## src/rtl/blk_e1b918.sv

```systemverilog
// PLIC per-target arbiter: sequential priority scan, eip publish, claim/complete handshake.
// Optional: define PLIC_TARGET_INFLIGHT_MASK_EN to mask claimed-but-not-completed sources.
module blk_e1b918 #(
    parameter int unsigned N_SOURCES = 32,
    parameter int unsigned ID_W      = 10
) (
    input  logic                      clk,
    input  logic                      rst,
    input  logic [N_SOURCES-1:0]      ip,
    input  logic [N_SOURCES-1:0]      ie,
    input  logic [32*N_SOURCES-1:0]   priority__flat,
    input  logic [31:0]               threshold,
    input  logic                      claim__req,
    output logic                      claim__ack,
    output logic [ID_W-1:0]           claim__id,
    output logic                      clear__valid,
    output logic [ID_W-1:0]           clear__id,
    input  logic                      complete__req,
    input  logic [ID_W-1:0]           complete__id,
    output logic                      complete__valid,
    output logic [ID_W-1:0]           complete__id_out,
    output logic [ID_W-1:0]           max_id,
    output logic                      eip
);

    localparam int unsigned IDX_W     = $clog2(N_SOURCES);
    localparam int unsigned PSEL_W    = IDX_W + 5;
    localparam logic [IDX_W-1:0] FIRST_IDX = IDX_W'(1);
    localparam logic [IDX_W-1:0] LAST_IDX  = IDX_W'(N_SOURCES - 1);
    localparam logic [31:0]      N_LIMIT   = 32'(N_SOURCES);

    typedef enum logic {ST_SCAN, ST_CLAIM} state_t;

    state_t             state_q, state_d;
    logic [IDX_W-1:0]   idx_q, idx_d;
    logic [ID_W-1:0]    best_id_q, best_id_d;
    logic [31:0]        best_pri_q, best_pri_d;
    logic [ID_W-1:0]    max_id_d, claim_id_d, clear_id_d, complete_id_d;
    logic               eip_d, claim_ack_d, clear_valid_d, complete_valid_d;

    logic [PSEL_W-1:0]  psel;
    logic [31:0]        pri_cur, eff_pri, cand_pri;
    logic [ID_W-1:0]    cand_id, claim_pick;
    logic [N_SOURCES-1:0] masked;
    logic               complete_ok;

`ifdef PLIC_TARGET_INFLIGHT_MASK_EN
    logic [N_SOURCES-1:0] infl_q, infl_d;

    // In-flight tracking: completion of the same id wins over a same-cycle claim.
    always_comb begin
        infl_d = infl_q;
        if (claim__req && (claim_pick != '0)) infl_d[IDX_W'(claim_pick)] = 1'b1;
        if (complete_ok) infl_d[IDX_W'(complete__id)] = 1'b0;
    end

    always_ff @(posedge clk or posedge rst) begin
        if (rst) infl_q <= '0;
        else     infl_q <= infl_d;
    end

    assign masked = infl_q;
`else
    assign masked = '0;
`endif

    // Effective priority of the source under evaluation and the updated running best.
    assign psel     = {idx_q, 5'd0};
    assign pri_cur  = priority__flat[psel +: 32];
    assign eff_pri  = (ip[idx_q] && ie[idx_q] && !masked[idx_q]) ? pri_cur : 32'd0;
    assign cand_pri = (eff_pri > best_pri_q) ? eff_pri : best_pri_q;
    assign cand_id  = (eff_pri > best_pri_q) ? ID_W'(idx_q) : best_id_q;

    assign claim_pick  = eip ? max_id : '0;
    assign complete_ok = complete__req && (complete__id != '0) && (32'(complete__id) < N_LIMIT);

    always_ff @(posedge clk or posedge rst) begin
        if (rst) state_q <= ST_SCAN;
        else     state_q <= state_d;
    end

    always_comb begin
        state_d = state_q;
        case (state_q)
            ST_SCAN:  if (claim__req) state_d = ST_CLAIM;
            ST_CLAIM: state_d = claim__req ? ST_CLAIM : ST_SCAN;
            default:  state_d = ST_SCAN;
        endcase
    end

    // Next values for scan datapath and registered outputs; a claim pre-empts a publish.
    always_comb begin
        idx_d            = idx_q;
        best_id_d        = best_id_q;
        best_pri_d       = best_pri_q;
        max_id_d         = max_id;
        eip_d            = eip;
        claim_ack_d      = 1'b0;
        claim_id_d       = '0;
        clear_valid_d    = 1'b0;
        clear_id_d       = '0;
        complete_valid_d = complete_ok;
        complete_id_d    = complete_ok ? complete__id : '0;

        if (claim__req) begin
            claim_ack_d   = 1'b1;
            claim_id_d    = claim_pick;
            clear_valid_d = (claim_pick != '0);
            clear_id_d    = claim_pick;
            max_id_d      = '0;
            eip_d         = 1'b0;
            idx_d         = FIRST_IDX;
            best_id_d     = '0;
            best_pri_d    = '0;
        end else if (state_q == ST_CLAIM) begin
            idx_d      = FIRST_IDX;
            best_id_d  = '0;
            best_pri_d = '0;
        end else if (idx_q == LAST_IDX) begin
            max_id_d   = cand_id;
            eip_d      = (cand_pri > threshold);
            idx_d      = FIRST_IDX;
            best_id_d  = '0;
            best_pri_d = '0;
        end else begin
            idx_d      = idx_q + FIRST_IDX;
            best_id_d  = cand_id;
            best_pri_d = cand_pri;
        end
    end

    always_ff @(posedge clk or posedge rst) begin
        if (rst) begin
            idx_q            <= FIRST_IDX;
            best_id_q        <= '0;
            best_pri_q       <= '0;
            max_id           <= '0;
            eip              <= 1'b0;
            claim__ack       <= 1'b0;
            claim__id        <= '0;
            clear__valid     <= 1'b0;
            clear__id        <= '0;
            complete__valid  <= 1'b0;
            complete__id_out <= '0;
        end else begin
            idx_q            <= idx_d;
            best_id_q        <= best_id_d;
            best_pri_q       <= best_pri_d;
            max_id           <= max_id_d;
            eip              <= eip_d;
            claim__ack       <= claim_ack_d;
            claim__id        <= claim_id_d;
            clear__valid     <= clear_valid_d;
            clear__id        <= clear_id_d;
            complete__valid  <= complete_valid_d;
            complete__id_out <= complete_id_d;
        end
    end

endmodule
```

## config.mk

```make
export PLATFORM = sky130hd
export DESIGN_NAME = blk_e1b918
export DESIGN_NICKNAME = d
export VERILOG_FILES = /design/src/rtl/blk_e1b918.sv
export SDC_FILE = /design/constraint.sdc
export NUM_CORES = 1
export LEC_CHECK = 0
export ABC_AREA = 1
export CAP_MARGIN = 20
export CORE_AREA = 2 2 454 456
export CTS_CLUSTER_DIAMETER = 60
export DETAILED_ROUTE_END_ITERATION = 8
export DIE_AREA = 0 0 456 458
export PLACE_DENSITY = 0.3
export SLEW_MARGIN = 30
export SYNTH_ARGS = -nofsm -noshare
export SYNTH_HDL_FRONTEND = slang
export SYNTH_SLANG_ARGS = --single-unit
```

## constraint.sdc

```tcl
create_clock -name clk -period 4.5 [get_ports clk]
set_input_delay 1.125 -clock clk [delete_from_list [all_inputs] [get_ports clk]]
set_output_delay 1.125 -clock clk [all_outputs]
set_load 0.01 [all_outputs]
```

==> results.py, run 1 <==
metrics = {
    "placed_design": {
        "place.gp.congestion": 0.866,
        "port_buffers": 1177,
        "place_hpwl_um": 169000,
    },
    "clocking": {
        "cts_tree": "yes",
        "clock_latency_ns": 0.36,
        "cts_root_buf": "clkbuf_16",
        "cts_hold_buf": 0,
        "cts_htree_levels": 3,
        "cts_buffers": 9,
        "clock-sinks": 81,
        "clkTransAtPathRegs_ns": 0.07,
        "cts_buffer_depth": 2,
    },
    "routing": {
        "drt_drc_violations_left": 0,
        "ant_nets": 0,
        "via_count": 26400,
        "vias_per_cell": 3.73,
        "drt_iter0_drc": 1741,
        "wire_per_inst_um": 27.6,
        "drtPass1Iterations": 5,
        "wirelength_um": 196000,
    },
    "pwr": {
        "p_clk_share_pct": 9.2,
        "ir_worst_vdd_mv": 0.261,
        "power.leakage_uw": 0.0152,
        "switching_share_pct": 45.6,
        "pwr-share-comb_pct": 78.6,
        "p_switching_uw": 3580,
        "power_density_nw_per_um2": 222,
        "power_frac_seq_pct": 12.2,
        "intPower_uw": 4280,
        "power_uw": 7860,
    },
    "yosys": {
        "yosysWarnings": 0,
        "synthesis.area_um2": 15700,
        "avgSynthCellArea_um2": 5.22,
        "async_reset_ff_share_pct": 100,
        "synth_edf_count": 0,
        "synth-simple-area-share_pct": 64.3,
        "synth_ff_type": "dfrtp_1",
        "synthTopCellsByCount": "nand2_1, nand3_1, inv_1",
        "synth_top_family_by_area": "simple AND/OR/NAND/NOR gates",
        "synth_top_area_share_pct": 32.3,
        "synth_most_common_cell": "nand2_1",
        "syn_inst": 3005,
        "synth_area_leader_cell": "nand3_1",
        "synth.top_cells.by_area": "nand3_1, nand2_1, dfrtp_1",
        "synth_xor_xnor_area_share_pct": 0,
        "synth-compound-area-share_pct": 3.65,
        "synthMuxAreaShare_pct": 0,
        "synth_fa_ha_area_share_pct": 5.26,
        "synth_seq_cells": 81,
        "ys_seq_area_share_pct": 12.9,
        "ys_types": 35,
    },
    "sta": {
        "slew_headroom_pct": 48.7,
        "skew_ns": 0.0110,
        "final.min_clock_period_ns": 5.33,
        "tightestPinTransition_ns": 0.767,
        "max_freq_ghz": 0.187,
        "rsz0062_at_grt": "yes",
        "hold_violations": 0,
        "drv_slew": 0,
        "fin_crit_sh_pct": 119,
        "layout_setup_ws_ns": -0.834,
        "setup_viol": 11,
        "whs_ns": 0.506,
    },
    "floorplan": {
        "num_rows": 166,
        "die_width_um": 456,
        "io_pins": 1178,
        "fp.dieArea_um2": 209000,
        "core-area_um2": 204000,
        "die_h_um": 458,
        "start_util_pct": 7.70,
    },
    "setup_path": {
        "startpoint_type": "flop",
        "cpMostUsedCell": "nand2_1",
        "r2r-end": "eip",
        "endpoint_kind": "flop",
        "slowest_delay_ns": 0.68,
        "worst-r2r-cell-count": 36,
        "cp_max_fo": 15,
        "timing.rr.start": "idx_q[0]",
        "arrival_ns": 5.59,
        "critPathRequiredTime_ns": 4.76,
        "criticalPathCategory": "reg2reg",
        "rrSetupSlack_ns": -0.83,
        "cp_slowest_cell": "dfstp_4",
    },
    "final_layout": {
        "syn2layout_area_growth_pct": 125,
        "num-nets-final": 5573,
        "fillerInstances": 23500,
        "drive_gt1_share_pct": 14.2,
        "multi_input_area_um2": 12400,
        "layout.area.seq_um2": 2040,
    },
    "worst_hold_path": {
        "holdPathStages": 2,
        "hold_path.class": "reg2reg",
        "min_from": "best_id_q[8]",
        "holdPathEnd": "best_id_q[8]",
    },
    "flow_run": {
        "drv_cap": 0,
    },
    "global_routing": {
        "grt_start_max_net_pins": 52,
        "grt_antenna_before_repair": 97,
        "grt_pass1_wl_um": 254000,
        "grt_overflow": 0,
        "first_global_vias": 26900,
        "grt_usage_pct": 18.0,
    },
    "outcome": {
        "outcome": "finished with violations",
        "violations": "negative setup slack",
    },
}
## layout by cell type (no fill, tap or decap), drive strengths merged
cell type      count
bufbuf             4
a31oi              1
dfstp              1
o21bai             1
clkdlybuf4s50   1175
nand3           1012
o21a               2
clkbuf            16
conb               5
a21oi             33
clkdlybuf4s15      1
nor4               2
nor2             108
dfrtp             80
o31ai              1
ha                66
clkinv             4
nand4             12
buf              420
nor4b              2
diode             22
o221ai             1
a21o               1
nand2           1197
o211ai             6
nor3b              2
clkinvlp           2
dlygate4sd2        1
o21ai             60
inv              162
## through the flow
stage / setup WS (ns) / std cells / instance area [µm²] / setup TNS, ns / util [%]
after floorplan: 0.00354 / 3009 / 15700 / 0 / -
after global placement: -1.96 / 7009 / 33400 / -29.84 / 16.4
after detailed placement: -1.88 / 7009 / 33400 / -24.87 / 16.4
after CTS: -0.804 / 7057 / 34900 / -7.61 / 17.1
after global routing: -1.17 / 7073 / 35300 / -11.17 / 17.3
final: -0.834 / 7088 / 35400 / -7.98 / 17.4
## cell type report
cell class | count | share of cell area, %
Clock buffer | 12 | 0.697
Multi-Input combinational cell | 2512 | 35.1
Sequential cell | 81 | 5.78
Timing Repair Buffer | 1605 | 46.8
Inverter | 163 | 1.86
Timing Repair inverter | 1 | 0.0248
Tap cell | 2688 | 9.51
Antenna cell | 22 | 0.156
Clock inverter | 4 | 0.0814
## cells by family after synthesis
group | after synthesis
flops | 81
buf+inv | 416
simple gates | 2335
compound gates | 106
fa+ha+maj | 66
other cells | 1
## what timing repair did
item                       CTS  global route
buffers inserted            23             7
cloned                       9             3
resized for setup          153            71
setup endpoints to repair   33            23
pin swaps                   19            15
## worst max-delay path: cells and delay by family (launching register included)
| family | cells | cell delay [ns] |
|---|---|---|
| buf+inv | 14 | 2.01 |
| simple gates | 17 | 1.62 |
| flops | 1 | 0.68 |
| fa+ha+maj | 2 | 0.56 |
| compound gates | 3 | 0.33 |
## per-layer routing
layer / up-vias / routed length [µm] / track usage [%]
li1: 12600 / - / -
met1: 12700 / 86100 / 23.1
met2: 884 / 97400 / 32.1
met3: 184 / 9590 / 2.93
met4: 58 / 2470 / 1.90
met5: - / 371 / 0
## power by group through the flow
stage | Sequential, µW | Clock (µW) | Combinational, µW
2_1_floorplan | 918 | 0 | 2300
3_3_place_gp | 958 | 0 | 5330
3_5_place_dp | 951 | 0 | 5320
4_1_cts | 953 | 750 | 6060
5_1_grt | 969 | 783 | 6810
6_report | 956 | 722 | 6180
## worst max-delay path by stage
stage	startpoint	end	slack (ns)	depth (start not counted)
3_3_place_gp	priority__flat[1023]	eip	-1.96	29
3_5_place_dp	priority__flat[1023]	eip	-1.88	29
2_1_floorplan	ie[9]	eip	0.004	29
6_report	idx_q[0]	eip	-0.83	36
5_1_grt	idx_q[0]	eip	-1.17	39
4_1_cts	idx_q[0]	eip	-0.80	35
## flip-flops by register name (all words and copies together), names as in the netlist
signal            flops
claim__ack            1
best_id_q            10
idx_q                 5
clear__id            10
clear__valid          1
max_id               10
complete__valid       1
complete__id_out     10
best_pri_q           32
eip                   1
(Power assumes the default switching activity.)
==> run 2: changes to the inputs <==
- CTS_CLUSTER_SIZE: default -> 20
==> results of run 2 <==
No change in the layout: final DEF, timing and power equal those of run 1.
==> run 3: changes to the inputs <==
- CELL_PAD_IN_SITES_DETAIL_PLACEMENT: default -> 0
- CELL_PAD_IN_SITES_GLOBAL_PLACEMENT: default -> 1
- CORE_AREA: 2 2 454 456 -> 2 2 465 467
- DIE_AREA: 0 0 456 458 -> 0 0 467 469
- PLACE_DENSITY: 0.3 -> 0.39
==> run 3 against run 2 <==
Net effect: highest routed layer unchanged; maximum frequency is 1.3% higher; combinational power is 7.1% lower; global-route usage is 0.72 points lower; the run still ends with negative setup slack left; first-iteration DRC count is 7.0% lower; final area is 2.1% higher; sequential power is 0.6% lower.
==> results.py, run 3 (synthesis gave the netlist of run 1 again) <==
metrics = {
    "setup_path": {
        "slowest_delay_ns": 0.66,
        "arrival_ns": 5.57,
        "startpoint_type": "flop",
        "cp_slowest_cell": "dfstp_4",
        "critPathRequiredTime_ns": 4.81,
        "criticalPathCategory": "reg2reg",
        "endpoint_kind": "flop",
        "cpMostUsedCell": "buf_4",
        "cp_max_fo": 33,
    },
    "pwr": {
        "power.leakage_uw": 0.0154,
        "power_uw": 7510,
        "power_density_nw_per_um2": 208,
        "p_clk_share_pct": 10.9,
        "pwr-share-comb_pct": 76.4,
        "ir_worst_vdd_mv": 0.228,
        "p_switching_uw": 3440,
        "power_frac_seq_pct": 12.7,
        "intPower_uw": 4070,
        "switching_share_pct": 45.8,
    },
    "clocking": {
        "cts_buffer_depth": 2,
        "cts_root_buf": "clkbuf_16",
        "cts_buffers": 9,
        "clock-sinks": 81,
        "clkTransAtPathRegs_ns": 0.08,
        "clock_latency_ns": 0.38,
        "cts_tree": "yes",
        "cts_htree_levels": 3,
    },
    "placed_design": {
        "place.gp.congestion": 0.842,
        "port_buffers": 1177,
        "place_hpwl_um": 168000,
    },
    "worst_hold_path": {
        "hold_path.class": "reg2reg",
    },
    "sta": {
        "tightestPinTransition_ns": 0.626,
        "slew_headroom_pct": 58.2,
        "layout_setup_ws_ns": -0.765,
        "hold_violations": 0,
        "fin_crit_sh_pct": 117,
        "max_freq_ghz": 0.190,
        "rsz0062_at_grt": "yes",
        "drv_slew": 0,
        "setup_viol": 11,
        "skew_ns": 0.0169,
        "final.min_clock_period_ns": 5.26,
        "whs_ns": 0.506,
    },
    "floorplan": {
        "start_util_pct": 7.34,
        "fp.dieArea_um2": 219000,
        "die_width_um": 467,
        "die_h_um": 469,
        "core-area_um2": 214000,
        "io_pins": 1178,
        "num_rows": 170,
    },
    "final_layout": {
        "mostFrequentLayoutCell": "clkdlybuf4s50_1",
        "multi_input_area_um2": 12800,
        "final_cell_mix": "clkdlybuf4s50_1, nand2_1, nand3_1",
        "largest-register": "best_pri_q",
        "num-nets-final": 5573,
        "fillerInstances": 24800,
        "largest_reg_flops": 32,
        "drive_gt1_share_pct": 15.6,
        "layout.area.seq_um2": 2050,
        "syn2layout_area_growth_pct": 130,
    },
    "routing": {
        "wire_per_inst_um": 27.2,
        "drt_iter0_drc": 1620,
        "via_count": 26200,
        "drtPass1Iterations": 5,
        "ant_nets": 0,
        "vias_per_cell": 3.63,
        "drt_drc_violations_left": 0,
        "wirelength_um": 197000,
    },
    "global_routing": {
        "grt_antenna_before_repair": 89,
        "first_global_vias": 27500,
        "grt_usage_pct": 17.2,
        "grt_overflow": 0,
        "grt_pass1_wl_um": 255000,
        "grt_start_max_net_pins": 82,
    },
    "outcome": {
        "outcome": "finished with violations",
        "violations": "negative setup slack",
    },
    "flow_run": {
        "drv_cap": 0,
    },
}
## run 3: path summary, 6_finish.rpt
path                              startpoint             to  slack [ns]  cells past startpoint
worst max-delay path                idx_q[0]   best_id_q[2]       -0.76                     36
max in group asynchronous                rst  best_pri_q[2]        2.93                      3
worst min-delay path            best_id_q[5]   best_id_q[5]        0.51                      2
worst max register to register      idx_q[0]   best_id_q[2]       -0.76                     36
min in group asynchronous                rst       idx_q[2]        1.18                      3
worst min register to register  best_id_q[5]   best_id_q[5]        0.51                      2
## run 3: through the flow
step,instances,util [%],instance area (µm²),setup WS (ns),setup TNS (ns)
CTS,7211,16.7,35800,-0.808,-8.04
global placement,7156,15.7,33600,-1.90,-27.71
global route,7224,16.9,36100,-1.02,-10.10
detailed placement,7156,15.7,33600,-1.77,-24.91
finish,7234,16.9,36100,-0.765,-7.92
floorplan,3009,-,15700,0.00354,0
## run 3: cell type report
class | instances | share of cell area [%]
sequential | 81 | 5.67
inverter | 163 | 1.81
multi-input combinational | 2512 | 35.3
antenna | 18 | 0.125
timing repair buffer | 1603 | 46.2
clock inverter | 6 | 0.201
tap | 2838 | 9.83
timing repair inverter | 3 | 0.142
clock buffer | 10 | 0.661
## run 3: power by group through the flow
stage / sequential (µW) / combinational (µW) / clock, µW
2_1_floorplan: 918 / 2300 / 0
3_3_place_gp: 961 / 5240 / 0
3_5_place_dp: 955 / 5190 / 0
4_1_cts: 947 / 5630 / 845
5_1_grt: 964 / 6370 / 873
6_report: 950 / 5740 / 821
## run 3: routing by layer
metal | routed length [µm] | vias up | global-route usage [%]
met5 | 334 | - | 0
met4 | 2030 | 52 | 1.86
met3 | 12600 | 173 | 3.55
met2 | 96700 | 1002 | 30.6
met1 | 85400 | 12400 | 21.9
li1 | - | 12600 | -
## run 3: timing repair
action                     4_1_cts  5_1_grt
setup endpoints to repair       31       19
hold buffers                     0        0
setup buffers                   31        7
pin swaps                       38       21
gates cloned                    15        0
resized for setup              250       63
## run 3: critical path: cells and delay by family (launching register included)
family | cells | cell delay (ns)
adders and majority gates | 1 | 0.27
buffers and inverters | 21 | 2.61
DFF | 1 | 0.66
and+or+nand+nor | 14 | 1.61
